<file path="src/rtl/rob_tid_sched_pkg.sv">
// Shared definitions for the read-ROB transaction-ID scheduler.
// Holds the legacy sizing constants (TID_MAX / FIFO_SIZE / AXI_ID_WIDTH),
// the default tID typedef and the scheduler FSM state encoding.
package rob_tid_sched_pkg;

  localparam int TID_MAX       = 16;
  localparam int FIFO_SIZE     = 8;
  localparam int AXI_ID_WIDTH  = 4;
  localparam int TID_WIDTH_DEF = $clog2(TID_MAX);

  typedef logic [TID_WIDTH_DEF-1:0] tid_t;

  typedef enum logic [1:0] {
    S_RUN   = 2'd0,
    S_DRAIN = 2'd1,
    S_DONE  = 2'd2
  } state_t;

endpackage

</file>
<file path="src/rtl/rob_tid_sched_id_table.sv">
// rob_id_table: DEPTH x ID_WIDTH register file holding the ARID of every
// outstanding tID. One synchronous write port, one asynchronous read port,
// asynchronously cleared to 0.
// Ports:
//   clk, rst  clock / async active-high reset
//   i_we      write enable
//   i_waddr   write index
//   i_wdata   ARID to store
//   i_raddr   read index
//   o_rdata   ARID at i_raddr (combinational)
module rob_id_table #(
  parameter int DEPTH    = 8,
  parameter int ID_WIDTH = 4
) (
  input  logic                     clk,
  input  logic                     rst,
  input  logic                     i_we,
  input  logic [$clog2(DEPTH)-1:0] i_waddr,
  input  logic [ID_WIDTH-1:0]      i_wdata,
  input  logic [$clog2(DEPTH)-1:0] i_raddr,
  output logic [ID_WIDTH-1:0]      o_rdata
);

  logic [ID_WIDTH-1:0] r_mem [DEPTH];

  always_ff @(posedge clk or posedge rst) begin
    if (rst) begin
      for (int unsigned i = 0; i < DEPTH; i++) r_mem[i] <= '0;
    end else if (i_we) begin
      r_mem[i_waddr] <= i_wdata;
    end
  end

  assign o_rdata = r_mem[i_raddr];

endmodule

</file>
<file path="src/rtl/rob_tid_sched.sv">
// rob_tid_sched: stamps each accepted AXI read request with a sequential tID,
// records its ARID, limits outstanding requests to MAX_OUT and returns the
// ARID for each tID retired by the ROB. A flush drains all outstanding
// requests and restarts tID numbering at 0.
// Optional build macro: ROB_TID_CHECK_EN enables the sticky retire-order
// error (err_o); without it err_o is tied 0.
// Ports:
//   clk, rst                         clock / async active-high reset
//   req_valid_i/req_ready_o/req_id_i AR request handshake and ARID
//   issue_valid_o/issue_ready_i      stamped request toward tag compare
//   issue_tid_o/issue_id_o           assigned tID and passed-through ARID
//   retire_valid_i/retire_tid_i      ROB output handshake and its tID
//   retire_id_o                      ARID for retire_tid_i (combinational)
//   flush_i/flush_done_o             drain request / completion pulse
//   outstanding_o                    outstanding tID count
//   err_o                            sticky retire-order error
module rob_tid_sched
  import rob_tid_sched_pkg::*;
#(
  parameter int ID_WIDTH  = AXI_ID_WIDTH,
  parameter int TID_WIDTH = TID_WIDTH_DEF,
  parameter int MAX_OUT   = FIFO_SIZE
) (
  input  logic                       clk,
  input  logic                       rst,
  input  logic                       req_valid_i,
  output logic                       req_ready_o,
  input  logic [ID_WIDTH-1:0]        req_id_i,
  output logic                       issue_valid_o,
  input  logic                       issue_ready_i,
  output logic [TID_WIDTH-1:0]       issue_tid_o,
  output logic [ID_WIDTH-1:0]        issue_id_o,
  input  logic                       retire_valid_i,
  input  logic [TID_WIDTH-1:0]       retire_tid_i,
  output logic [ID_WIDTH-1:0]        retire_id_o,
  input  logic                       flush_i,
  output logic                       flush_done_o,
  output logic [$clog2(MAX_OUT):0]   outstanding_o,
  output logic                       err_o
);

  localparam int AW = $clog2(MAX_OUT);
  localparam int CW = AW + 1;

  state_t                r_state;
  logic [TID_WIDTH-1:0]  r_head;
  logic [TID_WIDTH-1:0]  r_tail;
  logic [CW-1:0]         r_count;
  logic                  r_issue_valid;
  logic [TID_WIDTH-1:0]  r_issue_tid;
  logic [ID_WIDTH-1:0]   r_issue_id;
  logic                  r_flush_done;
  logic                  r_flush_blk;
  logic                  r_err;

  logic                  w_flush_req;
  logic                  w_ready;
  logic                  w_accept;
  logic                  w_retire;
  logic                  w_drained;
  logic [TID_WIDTH-1:0]  w_head_next;
  logic                  w_err_set;

  // After a completed drain a still-asserted flush_i is masked until it has
  // been seen low, so one long flush level cannot trigger back-to-back drains.
  assign w_flush_req = (r_state == S_RUN) & flush_i & ~r_flush_blk;

  // Credit check uses the registered count only: a same-cycle retire does
  // not free a slot until the following cycle.
  assign w_ready  = (r_state == S_RUN) & ~w_flush_req
                  & (r_count < CW'(MAX_OUT))
                  & (~r_issue_valid | issue_ready_i);
  assign w_accept = req_valid_i & w_ready;
  assign w_retire = retire_valid_i & (r_count != '0);
  assign w_drained = (r_state == S_DRAIN) & (r_count == '0) & ~r_issue_valid;

`ifdef ROB_TID_CHECK_EN
  always_comb begin
    w_head_next = retire_tid_i + TID_WIDTH'(1);
    w_err_set   = retire_valid_i & ((retire_tid_i != r_head) | (r_count == '0));
  end
`else
  logic w_unused_tid;
  assign w_unused_tid = ^retire_tid_i;
  always_comb begin
    w_head_next = r_head + TID_WIDTH'(1);
    w_err_set   = 1'b0;
  end
`endif

  rob_id_table #(
    .DEPTH    (MAX_OUT),
    .ID_WIDTH (ID_WIDTH)
  ) u_id_table (
    .clk     (clk),
    .rst     (rst),
    .i_we    (w_accept),
    .i_waddr (r_tail[AW-1:0]),
    .i_wdata (req_id_i),
    .i_raddr (retire_tid_i[AW-1:0]),
    .o_rdata (retire_id_o)
  );

  always_ff @(posedge clk or posedge rst) begin
    if (rst) begin
      r_state       <= S_RUN;
      r_head        <= '0;
      r_tail        <= '0;
      r_count       <= '0;
      r_issue_valid <= 1'b0;
      r_issue_tid   <= '0;
      r_issue_id    <= '0;
      r_flush_done  <= 1'b0;
      r_flush_blk   <= 1'b0;
      r_err         <= 1'b0;
    end else begin
      // Issue register
      if (w_accept) begin
        r_issue_valid <= 1'b1;
        r_issue_tid   <= r_tail;
        r_issue_id    <= req_id_i;
      end else if (issue_ready_i) begin
        r_issue_valid <= 1'b0;
      end

      // Outstanding count
      case ({w_accept, w_retire})
        2'b10:   r_count <= r_count + CW'(1);
        2'b01:   r_count <= r_count - CW'(1);
        default: r_count <= r_count;
      endcase

      // tID pointers; a completed drain restarts numbering at 0
      if (w_drained) begin
        r_head <= '0;
        r_tail <= '0;
      end else begin
        if (w_accept) r_tail <= r_tail + TID_WIDTH'(1);
        if (w_retire) r_head <= w_head_next;
      end

      if (w_err_set) r_err <= 1'b1;

      r_flush_done <= w_drained;

      if (w_drained)     r_flush_blk <= 1'b1;
      else if (!flush_i) r_flush_blk <= 1'b0;

      case (r_state)
        S_RUN:   if (w_flush_req) r_state <= S_DRAIN;
        S_DRAIN: if (w_drained)   r_state <= S_DONE;
        S_DONE:  r_state <= S_RUN;
        default: r_state <= S_RUN;
      endcase
    end
  end

  assign req_ready_o   = w_ready;
  assign issue_valid_o = r_issue_valid;
  assign issue_tid_o   = r_issue_tid;
  assign issue_id_o    = r_issue_id;
  assign flush_done_o  = r_flush_done;
  assign outstanding_o = r_count;
  assign err_o         = r_err;

endmodule
</file>
<file path="config.mk">
export PLATFORM = sky130hd
export DESIGN_NAME = rob_tid_sched
export DESIGN_NICKNAME = d
export VERILOG_FILES = /design/src/rtl/rob_tid_sched_pkg.sv /design/src/rtl/rob_tid_sched_id_table.sv /design/src/rtl/rob_tid_sched.sv
export SDC_FILE = /design/constraint.sdc
export NUM_CORES = 1
export LEC_CHECK = 0
export BUFFER_PORTS_ARGS = -buffer_cell sky130_fd_sc_hd__buf_4
export CORE_ASPECT_RATIO = 0.9
export CORE_MARGIN = 2
export CORE_UTILIZATION = 52
export DETAILED_ROUTE_END_ITERATION = 10
export PLACE_DENSITY = 0.69
export SYNTH_ARGS = -nofsm -noshare
export SYNTH_HDL_FRONTEND = slang
export SYNTH_SLANG_ARGS = --single-unit
export TNS_END_PERCENT = 30
</file>
<file path="constraint.sdc">
create_clock -name clk -period 2.95 [get_ports clk]
set_input_delay 0 -clock clk [delete_from_list [all_inputs] [get_ports clk]]
set_output_delay 0 -clock clk [all_outputs]
set_load 0.01 [all_outputs]
</file>
==> summary.md, run 1 <==
The logs give 34 for the top-level port count and 2740 um^2 for the cell area reported after detailed placement. Among cell families on the critical path, the largest total delay comes from simple AND/OR/NAND/NOR gates. The class of the tightest hold or removal check was input port to flip-flop. The logs give 2 for the clock tree buffer depth and 6 for the number of hold buffers added after cts.

Measured against its own limit, the worst slew margin works out to 29.5%. The vias per cell was 5.49. The worst flop-to-flop path startpoint was outstanding_o[3]$_DFFE_PP0P_. In this run, CTS created clock tree buffers numbering 5.

STA classifies the critical path endpoint as a flip-flop. Of the cells placed in the final design, the portion with a size suffix greater than 1 is 42.1%. Across the whole layout, storage elements account for 1330 um^2. The type of origin of the critical path is a flip-flop. The distinct cell type count of the synthesized netlist came out at 38. The tools report the startpoint of the worst setup timing path as outstanding_o[3]$_DFFE_PP0P_.

The largest net degree at the start of global routing came out at 54. Leaving out fill and tap cells, the most frequent cell in the layout is dfrtp_1. The endpoint of the worst setup timing path is outstanding_o[2]$_DFFE_PP0P_. The pre-antenna-repair detailed-routing pass consisted of 4 iterations.

The sequential fraction of the synthesis area is 53.5%. The first global-routing pass estimated 8220 um of wire. The tools report the net count reported at finish as 238.

Filler-free cell count of the finished design: 283. Capture point of the worst reg-to-reg path: outstanding_o[2]$_DFFE_PP0P_. The tools report the number of hold violations in the final report as 0. Wires add up to 4950 um. Leakage component of the power: 1.43 nW. After routing the design area is 2920 um^2. Number of antenna violations at the first check in global routing: 0. For the via count of the first global-routing pass, the log shows 1619.

The run gives 269 as the placed instance count. In this run the worst path has a maximum fanout of 22. The library cells used most frequently in the layout, excluding fill and tap cells, are 53 x dfrtp_1, 33 x mux2_2, 32 x buf_4. The placed wire-length estimate came out at 3430 um.

The flow ran to the end, and the final reports show no timing, DRC or antenna violations. The total overflow left after global routing is 0. The actual slew at the worst max-slew pin was 1.06 ns; the number of instances resized during post-cts repair was 0. The routed length per placed instance is 17.5 um, and the starting density of the core is 54.8%. The run gives 20.1% as the aggregate global-route resource usage. Synthesis produced a netlist whose cell count is 185.

The maximum level of the CTS H-tree is 2. The number of antenna-violating nets in the routed design is 0. A synthesized cell averages 13.4 um^2.

The tools report the sum of negative setup slack as 0 ns. The synthesized design contains 53 register bits. The tools report the post-detailed-route DRC marker count as 0.

The area of the die is 5330 um^2, and the post-route minimum period is 2.53 ns. The final count of pins violating max slew came out at 0. The cell area after synthesis came out at 2480 um^2. Setup repair after global routing left no endpoint under its margin.

Relative to the synthesized area, the layout overhead comes to 17.8%. The sum of buffers and inverters on the critical path was 1; the worst reg-to-reg path cell count was 10. The period utilization came out at 85.7%.

In this run the number of cells on the critical path is 10. At the worst endpoint, the arrival time is 2.73 ns. The final estimated routing congestion in global placement came out at 0.802. The number of setup buffers added after CTS is 0. The most frequent cell on the critical path was xor2_1. The logs give 53 for the clock sink count and 0 for the number of diodes added for antenna fixing.

The number of nets handed over by synthesis was 203. The floorplan step defined a core boundary enclosing 4520 um^2. TritonCTS built the clock tree. The number of vias in the routed layout was 1555.

The clock edge transition at the registers on the reported setup and hold paths was 0.09 ns; the count of port buffers added during placement was 31. For the multi-input combinational cell area, the log shows 1080 um^2. Required arrival time at the worst endpoint: 3.15 ns. The die is 69.5 um tall.

Setup violations remaining at the end of the flow were counted as 0. The insertion delay to the later sink of the worst-skew pair was 0.31 ns; the register-to-register setup slack was 0.42 ns. The number of warning messages in the yosys log came out at 0. After the first detailed-routing iteration, the DRC count stood at 65.

The logs give 0 for the number of violations of the max-capacitance limit and 355 for the filler cell count. Power comes to 2.30 mW. Measured along the x axis, the die boundary spans 76.8 um. The worst setup path is of the flip-flop to flip-flop kind.

Between clock sinks in the finished design, the worst skew comes to 0.00613 ns. The tools report the cell at the root of the clock tree as clkbuf_8. The critical path's largest stage delay was 0.45 ns; the timing-limited maximum frequency was 396 MHz. For this design the ratio of total power to cell area is 789 nW/um^2. Number of placement rows: 23.

The signal on the critical path passes through nor3_2 > and4_4 > inv_2 > ha_1 > xor2_1 > ha_1 > a21oi_1 > xor2_1 > nor2_1 > xor2_1. Among all stages on the critical path, the largest delay is contributed by dfrtp_1. The run gives 0.000693 V as the maximum resistive drop on vdd.
## synth_stat cells (all sizes together)
library cell  number  area (um^2)
nor4               2         18.8
nor2               2         7.51
dfrtp             53         1330
or4                4         33.8
a21oi              4         20.0
o32ai              1         8.76
a21o               1         7.51
xnor2              2         17.5
conb               1         3.75
xor2               4         35.0
nand2             24         90.1
clkbuf             6         22.5
nand2b             2         12.5
ha                 4         50.1
mux4               8          180
inv                5         18.8
or3                2         12.5
a211oi             2         15.0
nor2b              4         25.0
and4               3         28.8
a31oi              1         6.26
buf                4         33.8
and3               1         6.26
a31o               1         8.76
o21ai              2         10.0
nor4b              2         23.8
nor3               2         15.0
o31ai              1         7.51
mux2              37          432
## kinds of logic (layout without fill, tap and decap cells)
| group | Yosys count | count (layout) | share of synthesized area (%) |
|---|---|---|---|
| buffers and inverters | 15 | 51 | 3.03 |
| multiplexers | 45 | 45 | 24.7 |
| XOR/XNOR | 6 | 6 | 2.12 |
| AND/OR/NAND/NOR | 48 | 48 | 11.1 |
| other | 1 | 1 | 0.151 |
| AO/OA/AOI/OAI | 13 | 13 | 3.38 |
| adder cells (fa/ha/maj) | 4 | 4 | 2.02 |
| flip-flops | 53 | 53 | 53.5 |
## how the worst min path moves through the flow
stage / start / to / slack [ns] / depth (start not counted)
floorplan: req_id_i[0] / issue_id_o[0]$_DFFE_PP0P_ / 0.11 / 2
global placement: flush_i / r_flush_blk$_DFFE_PP0P_ / 0.21 / 2
detailed placement: flush_i / r_flush_blk$_DFFE_PP0P_ / 0.23 / 2
CTS: issue_ready_i / issue_valid_o$_DFFE_PP0P_ / 0.008 / 3
global route: issue_ready_i / issue_valid_o$_DFFE_PP0P_ / 0.05 / 3
finish: issue_ready_i / issue_valid_o$_DFFE_PP0P_ / 0.01 / 3
## flip-flops by register name, summed over array words and instances, names as in the netlist
name and cells:
issue_tid_o 4, issue_valid_o 1, u_id_table.r_mem 32, r_flush_blk 1, flush_done_o 1, issue_id_o 4, outstanding_o 4, r_state 2
r_tail 4
## tightest hold or removal path, cell delays in order
cell and delay, ns:
buf_4 0.08, nand2b_1 0.14, nand2_1 0.06
## cell type report
| class | count | area share, % |
|---|---|---|
| Sequential cell | 53 | 45.4 |
| Multi-Input combinational cell | 117 | 36.9 |
| Timing Repair Buffer | 38 | 10.3 |
| Clock buffer | 6 | 2.83 |
| Tap cell | 62 | 2.66 |
| Clock inverter | 2 | 1.29 |
| Inverter | 5 | 0.643 |
## per-layer routing
layer	up-vias	wire (um)	global-route usage, %
met4	0	104	8.69
met1	790	2290	27.6
met3	9	163	4.43
met2	29	2400	31.1
li1	727	-	-
met5	-	0	0
## power by group
group	switching, mW	total [mW]	internal [mW]
Sequential	0.168	1.10	0.928
Clock	0.237	0.513	0.276
Combinational	0.311	0.694	0.383
Total	0.716	2.30	1.59
## metrics by stage
| step | utilization, % | worst slack (ns) | hold slack, ns |
|---|---|---|---|
| 5_1_grt | 64.6 | 0.188 | 0.0510 |
| 2_1_floorplan | - | 0.526 | 0.105 |
| 3_3_place_gp | 60.6 | 0.560 | 0.213 |
| 4_1_cts | 64.6 | 0.405 | 0.00848 |
| 6_report | 64.6 | 0.422 | 0.0102 |
| 3_5_place_dp | 60.6 | 0.434 | 0.226 |
(Power assumes the default switching activity.)
==> run 2, diff against run 1 <==
CORE_MARGIN = 3   (was 2)
==> summary.md, run 2 (synthesis gave the netlist of run 1 again) <==
The placed wire-length estimate was 3480 um (was 3430 um); the count of final setup violators was 0 (unchanged). Worst flop-to-flop path startpoint: outstanding_o[3]$_DFFE_PP0P_ (unchanged). The logs give 0 (unchanged) for the number of instances resized during post-cts repair and 0 (unchanged) for the post-detailed-route DRC marker count. The number of hold buffers added after cts was 7 (was 6). For the number of antenna-violating nets in the routed design, the log shows 0 (unchanged). The timing-limited maximum frequency came out at 393 MHz (was 396 MHz). The worst reg-to-reg path cell count works out to 10 (unchanged). Final count of pins violating max slew: 0 (unchanged). Critical path, cell by cell: nor3_2 > and4_4 > inv_2 > ha_1 > xor2_1 > ha_1 > a21oi_1 > xor2_1 > nor2_1 > xor2_1 (unchanged). The number of buffers inserted during clock tree synthesis was 5 (unchanged). The floorplan core area was 4520 um^2 (unchanged).

The class of the tightest hold or removal check is input port to flip-flop (unchanged). The width of the die works out to 78.8 um (was 76.8 um). The slowest cell on the critical path was dfrtp_1 (unchanged). The critical path's largest stage delay came out at 0.44 ns (was 0.45 ns). The tools report the required arrival time at the worst endpoint as 3.14 ns (was 3.15 ns).

The maximum level of the CTS H-tree is 2 (unchanged), and the via count of the first global-routing pass is 1613 (was 1619). The detailed-routing iteration count for the pre-antenna-repair pass was 4 (unchanged). The number of diodes added for antenna fixing is 0 (unchanged), and the total wire length after detailed routing is 4990 um (was 4950 um). The maximum resistive drop on vdd is 0.000671 V (was 0.000693 V), and the number of placement rows is 23 (unchanged). The run gives 5630 um^2 (was 5330 um^2) as the area of the die. The destination of the worst hold path is issue_tid_o[3]$_DFFE_PP0P_ (was issue_valid_o$_DFFE_PP0P_).

For the insertion delay to the later sink of the worst-skew pair, the log shows 0.31 ns (about the same). Sum of negative setup slack: 0 ns (unchanged). The tools report the data arrival time of the critical path as 2.74 ns (was 2.73 ns). The logs give 53 (unchanged) for the clock sink count and 0 (unchanged) for the number of violations of the max-capacitance limit.

The number of antenna violations at the first check in global routing was 0 (unchanged); the largest net degree at the start of global routing was 54 (unchanged). The element type at the critical path end was a flip-flop (unchanged). Leading cell types in the layout, fill and taps excluded: 53 x dfrtp_1, 33 x mux2_2, 32 x buf_4 (unchanged).

The run gives 105 (was 65) as the number of DRC violations after detailed-routing iteration 0. Wire length of the first global-routing pass: 8330 um (was 8220 um). The tools report the number of hold violations in the final report as 0 (unchanged).

Start-to-end type of the worst setup path: flip-flop to flip-flop (unchanged). The period utilization is 86.3% (was 85.7%). The capture point of the worst reg-to-reg path was outstanding_o[2]$_DFFE_PP0P_ (unchanged). The routed length per placed instance is 17.6 um (was 17.5 um).

The final instance area came out at 2900 um^2 (was 2920 um^2). The run finished with clean final reports. Clock tree buffer depth: 2 (unchanged).

TritonCTS built the clock tree. Clock edge transition at the registers on the reported setup and hold paths: 0.09 ns (about the same). The tools report the type of origin of the critical path as a flip-flop (unchanged). The worst max-slew margin expressed relative to the limit was 28.4% (was 29.5%); the leakage component of the power was 1.43 nW (about the same). The number of flip-flops in the largest register is 32 (unchanged). Vias per cell: 5.65 (was 5.49). The run gives 0.40 ns (was 0.42 ns) as the register-to-register setup slack.

The number of vias in the routed layout was 1604 (was 1555); the post-route minimum period was 2.55 ns (was 2.53 ns). Clock tree skew after final layout: 0.00606 ns (was 0.00613 ns). The final estimated routing congestion in global placement was 0.823 (was 0.802). The register with the highest flop count was u_id_table.r_mem (unchanged). The height of the die is 71.5 um (was 69.5 um). The net count reported at finish came out at 239 (was 238). The number of instances on the worst hold path is 4 (was 3).

For the share of the core filled with cells, the log shows 64.2% (was 64.6%). For the top-level port count, the log shows 34 (unchanged). Actual slew at the worst max-slew pin: 1.07 ns (was 1.06 ns). The cell area reported after detailed placement came out at 2740 um^2 (unchanged). Setup repair after global routing left no endpoint under its margin.

Synthesis-to-layout area growth: 17.1% (was 17.8%). The power density relative to cell area came out at 762 nW/um^2 (was 789 nW/um^2). The aggregate global-route resource usage came out at 19.6% (was 20.1%). The most frequent cell on the critical path is xor2_1 (unchanged). For the overall overflow remaining after global route, the log shows 0 (unchanged).

The tools report the cell at the root of the clock tree as clkbuf_8 (unchanged). The tools report the hold path startpoint as req_valid_i (was issue_ready_i). The commonest non-fill, non-tap cell in the layout was dfrtp_1 (unchanged). Number of setup buffers added after CTS: 0 (unchanged).

The fraction of layout cells with a size suffix above 1 works out to 41.9% (was 42.1%). The count of port buffers added during placement came out at 31 (unchanged). The biggest fanout along the worst timing path works out to 22 (unchanged). The tools report the starting density of the core as 54.8% (unchanged).
[run 2: changes by cell type in the layout (fill, tap and decap cells not counted)]
cell,before,now
dlygate4sd3_1,6,7
bufinv_16,1,0
clkinv_4,0,2
clkbuf_8,6,5
clkinvlp_4,1,0
clkinv_2,0,1
[run 2: final cells by class]
type / instances / area (um^2)
Fill cell: 354 / 1620
Inverter: 5 / 18.8
Clock buffer: 5 / 68.8
Clock inverter: 3 / 22.5
Sequential cell: 53 / 1330
Timing Repair Buffer: 39 / 310
Tap cell: 62 / 77.6
Multi-Input combinational cell: 117 / 1080
[run 2: worst max path at each step]
stage,slack (ns),from,endpoint,depth (start not counted)
after floorplan,0.53,outstanding_o[3]$_DFFE_PP0P_,outstanding_o[2]$_DFFE_PP0P_,12
after global placement,0.57,outstanding_o[3]$_DFFE_PP0P_,outstanding_o[2]$_DFFE_PP0P_,10
after detailed placement,0.43,outstanding_o[3]$_DFFE_PP0P_,outstanding_o[2]$_DFFE_PP0P_,10
after CTS,0.41,outstanding_o[3]$_DFFE_PP0P_,outstanding_o[2]$_DFFE_PP0P_,10
after global routing,0.20,outstanding_o[3]$_DFFE_PP0P_,outstanding_o[2]$_DFFE_PP0P_,10
final,0.40,outstanding_o[3]$_DFFE_PP0P_,outstanding_o[2]$_DFFE_PP0P_,10
[run 2: through the flow]
stage | worst slack, ns | total power [mW] | hold WS (ns) | std cells
finish | 0.403 | 2.21 | 0.138 | 284
detailed placement | 0.434 | 1.81 | 0.218 | 269
global route | 0.205 | 2.36 | 0.147 | 284
CTS | 0.408 | 2.23 | 0.130 | 284
floorplan | 0.526 | 1.52 | 0.105 | 185
global placement | 0.566 | 1.75 | 0.213 | 269
[run 2: critical path, delay by kind of cell, from the launching register on]
kind | cells | cell delay, ns
buffers and inverters | 1 | 0.19
AO/OA/AOI/OAI | 1 | 0.16
AND/OR/NAND/NOR | 3 | 0.63
flip-flops | 1 | 0.44
adder cells (fa/ha/maj) | 2 | 0.52
XOR/XNOR | 3 | 0.49
[run 2: power breakdown]
group          leakage, nW  internal, mW  switching (mW)
clock               0.0481         0.169           0.240
sequential           0.709         0.928           0.172
combinational        0.672         0.385           0.317
total                 1.43          1.48           0.729
[run 2: routing by layer]
metal | vias to the layer above | part of all wire (%) | track usage (%)
met1 | 821 | 44 | 26.5
li1 | 740 | - | -
met3 | 6 | 5.1 | 4.02
met5 | - | 0 | 0
met4 | 0 | 1.5 | 6.41
met2 | 37 | 49 | 32.0
==> run 3, diff against run 2 <==
clock period = 2.6 ns   (was 2.95 ns; I/O delays follow)
==> summary.md, run 3 (synthesis gave the netlist of run 1 again) <==
The start-to-end type of the worst setup path is flip-flop to flip-flop (unchanged). For the overall power of the completed layout, the log shows 2.62 mW (was 2.21 mW). The number of antenna-violating nets in the routed design was 0 (unchanged); the placed wire-length estimate was 3540 um (was 3480 um).

The largest net degree at the start of global routing was 54 (unchanged); the via count of the first global-routing pass was 1612 (was 1613). Critical path, cell by cell: nor3_2 > and4_4 > inv_2 > ha_1 > xor2_1 > ha_1 > a21oi_1 > xor2_1 > nor2_1 > xor2_1 (unchanged). The number of hold violations in the final report came out at 53 (was 0). The timing-limited maximum frequency is 411 MHz (was 393 MHz). The logs give 19.0% (was 19.6%) for the aggregate global-route resource usage and 4860 um (was 4990 um) for the total wire length after detailed routing. The final estimated routing congestion in global placement is 0.832 (was 0.823). Element type at the critical path end: a flip-flop (unchanged). For the wire length of the first global-routing pass, the log shows 8180 um (was 8330 um). The number of DRC violations after detailed-routing iteration 0 came out at 83 (was 105). The final worst hold slack came out at -0.0386 ns (was 0.138 ns).

The number of flip-flops in the largest register works out to 32 (unchanged). The number of buffers inserted during clock tree synthesis was 5 (unchanged). The kind of cell adding the most delay to the critical path is simple AND/OR/NAND/NOR gates (unchanged). The run gives 4520 um^2 (unchanged) as the floorplan core area.

Setup repair after global routing left no endpoint under its margin. The width of the die was 78.8 um (unchanged). Filler cell count: 341 (was 354). The data arrival time of the critical path was 2.62 ns (was 2.74 ns); the number of setup buffers added after CTS was 0 (unchanged). Final count of pins violating max slew: 0 (unchanged).

The starting density of the core was 54.8% (unchanged). The logs give 2 (unchanged) for the clock tree buffer depth and 0 (unchanged) for the count of final setup violators. The number of antenna violations at the first check in global routing is 0 (unchanged). The maximum level of the CTS H-tree was 2 (unchanged). The critical path's largest stage delay was 0.45 ns (was 0.44 ns).

The checks that failed: hold timing. The count of port buffers added during placement came out at 31 (unchanged). The flow ran to the end, but the final reports show violations. Biggest fanout along the worst timing path: 13 (was 22).

Clock sink count: 53 (unchanged). The number of diodes added for antenna fixing was 0 (unchanged). Cell at the root of the clock tree: clkbuf_8 (unchanged).

The commonest non-fill, non-tap cell in the layout is dfrtp_1 (unchanged). The worst reg-to-reg path cell count came out at 10 (unchanged). The most frequent cell on the critical path was xor2_1 (unchanged). The top-level port count came out at 34 (unchanged). The sum of buffers and inverters on the critical path is 1 (unchanged), and the maximum resistive drop on vdd is 0.000672 V (was 0.000671 V). Worst max-slew margin expressed relative to the limit: 28.5% (was 28.4%).

The vias per cell is 5.57 (was 5.65). For the number of vias in the routed layout, the log shows 1581 (was 1604). The register with the highest flop count was u_id_table.r_mem (unchanged). The run gives 0 (unchanged) as the post-detailed-route DRC marker count. Worst flop-to-flop path startpoint: outstanding_o[3]$_DFFE_PP0P_ (unchanged).

The clock tree skew after final layout is 0.00542 ns (was 0.00606 ns). The clock edge transition at the registers on the reported setup and hold paths is 0.09 ns (about the same). The insertion delay to the later sink of the worst-skew pair was 0.30 ns (was 0.31 ns); the height of the die was 71.5 um (unchanged).

The run gives 239 (unchanged) as the net count reported at finish. The power density relative to cell area is 895 nW/um^2 (was 762 nW/um^2). The required arrival time at the worst endpoint came out at 2.78 ns (was 3.14 ns). Class of the tightest hold or removal check: input port to asynchronous set/reset pin (was input port to flip-flop). The tools report the overall overflow remaining after global route as 0 (unchanged). Leading cell types in the layout, fill and taps excluded: 53 x dfrtp_1, 34 x buf_4, 33 x mux2_2 (was 53 x dfrtp_1, 33 x mux2_2, 32 x buf_4). The tools report the sum of negative setup slack as 0 ns (unchanged). The post-route minimum period is 2.43 ns (was 2.55 ns), and the fraction of layout cells with a size suffix above 1 is 42.8% (was 41.9%). The synthesis-to-layout area growth was 18.1% (was 17.1%); the leakage component of the power was 1.44 nW (was 1.43 nW). The slowest cell on the critical path is dfrtp_1 (unchanged). The detailed-routing iteration count for the pre-antenna-repair pass was 4 (unchanged); the period utilization was 93.6% (was 86.3%). For the number of violations of the max-capacitance limit, the log shows 0 (unchanged). Capture point of the worst reg-to-reg path: outstanding_o[2]$_DFFE_PP0P_ (unchanged). The number of placement rows was 23 (unchanged); the actual slew at the worst max-slew pin was 1.07 ns (about the same).

TritonCTS built the clock tree. The routed length per placed instance came out at 17.1 um (was 17.6 um). The area of the die is 5630 um^2 (unchanged).

Type of origin of the critical path: a flip-flop (unchanged). For the register-to-register setup slack, the log shows 0.17 ns (was 0.40 ns). The startpoint of the worst setup timing path was outstanding_o[3]$_DFFE_PP0P_ (unchanged).
## run 3: cell count changes in the layout (fill, tap and decap cells not counted), sizes merged
cell         delta
buf             +2
bufinv          +1
clkbuf          +2
dlygate4sd3     -2
clkinv          -3
## run 3: repair_timing
item	in CTS	in global routing
resized for setup	0	1
setup endpoints to repair	0	1
hold endpoints to repair	5	0
hold buffers	5	0
## run 3: worst max-delay path by stage
stage	endpoint	slack (ns)	depth (start not counted)
2_1_floorplan	outstanding_o[2]$_DFFE_PP0P_	0.18	12
3_3_place_gp	outstanding_o[2]$_DFFE_PP0P_	0.38	10
3_5_place_dp	outstanding_o[2]$_DFFE_PP0P_	0.19	10
4_1_cts	outstanding_o[2]$_DFFE_PP0P_	0.17	10
5_1_grt	outstanding_o[2]$_DFFE_PP0P_	0.02	10
6_report	outstanding_o[2]$_DFFE_PP0P_	0.17	10
## run 3: metal layers
metal | up-vias | part of all wire, % | wire (um) | GRT usage (%)
met4 | 0 | 1.2 | 57 | 5.83
met2 | 35 | 49 | 2390 | 30.7
met3 | 7 | 3.8 | 187 | 4.27
met5 | - | 0 | 0 | 0
met1 | 806 | 46 | 2230 | 26.0
li1 | 733 | - | - | -
## run 3: final cells by class
cell class | instances | area [um^2] | area share, %
Clock buffer | 7 | 86.3 | 2.95
Clock inverter | 1 | 30.0 | 1.03
Inverter | 5 | 18.8 | 0.641
Multi-Input combinational cell | 117 | 1080 | 37.0
Sequential cell | 53 | 1330 | 45.3
Tap cell | 62 | 77.6 | 2.65
Timing Repair Buffer | 39 | 305 | 10.4
## run 3: stage by stage
step | setup WS, ns | utilization, % | cells | instance area [um^2]
2_1_floorplan | 0.176 | - | 185 | 2480
3_3_place_gp | 0.384 | 61.0 | 271 | 2750
3_5_place_dp | 0.188 | 61.0 | 271 | 2750
4_1_cts | 0.168 | 64.6 | 284 | 2920
5_1_grt | 0.0224 | 64.8 | 284 | 2930
6_report | 0.165 | 64.8 | 284 | 2930
## run 3: worst reg2reg max path: stages, from the launching register on
cell	delay (ns)
dfrtp_1	0.45
nor3_2	0.22
and4_4	0.36
inv_2	0.08
ha_1	0.27
xor2_1	0.17
ha_1	0.19
a21oi_1	0.15
xor2_1	0.21
nor2_1	0.07
xor2_1	0.14
## run 3: where the power goes
group | switching, mW | internal (mW)
logic | 0.358 | 0.439
clock network | 0.258 | 0.314
registers | 0.197 | 1.05
total | 0.813 | 1.81
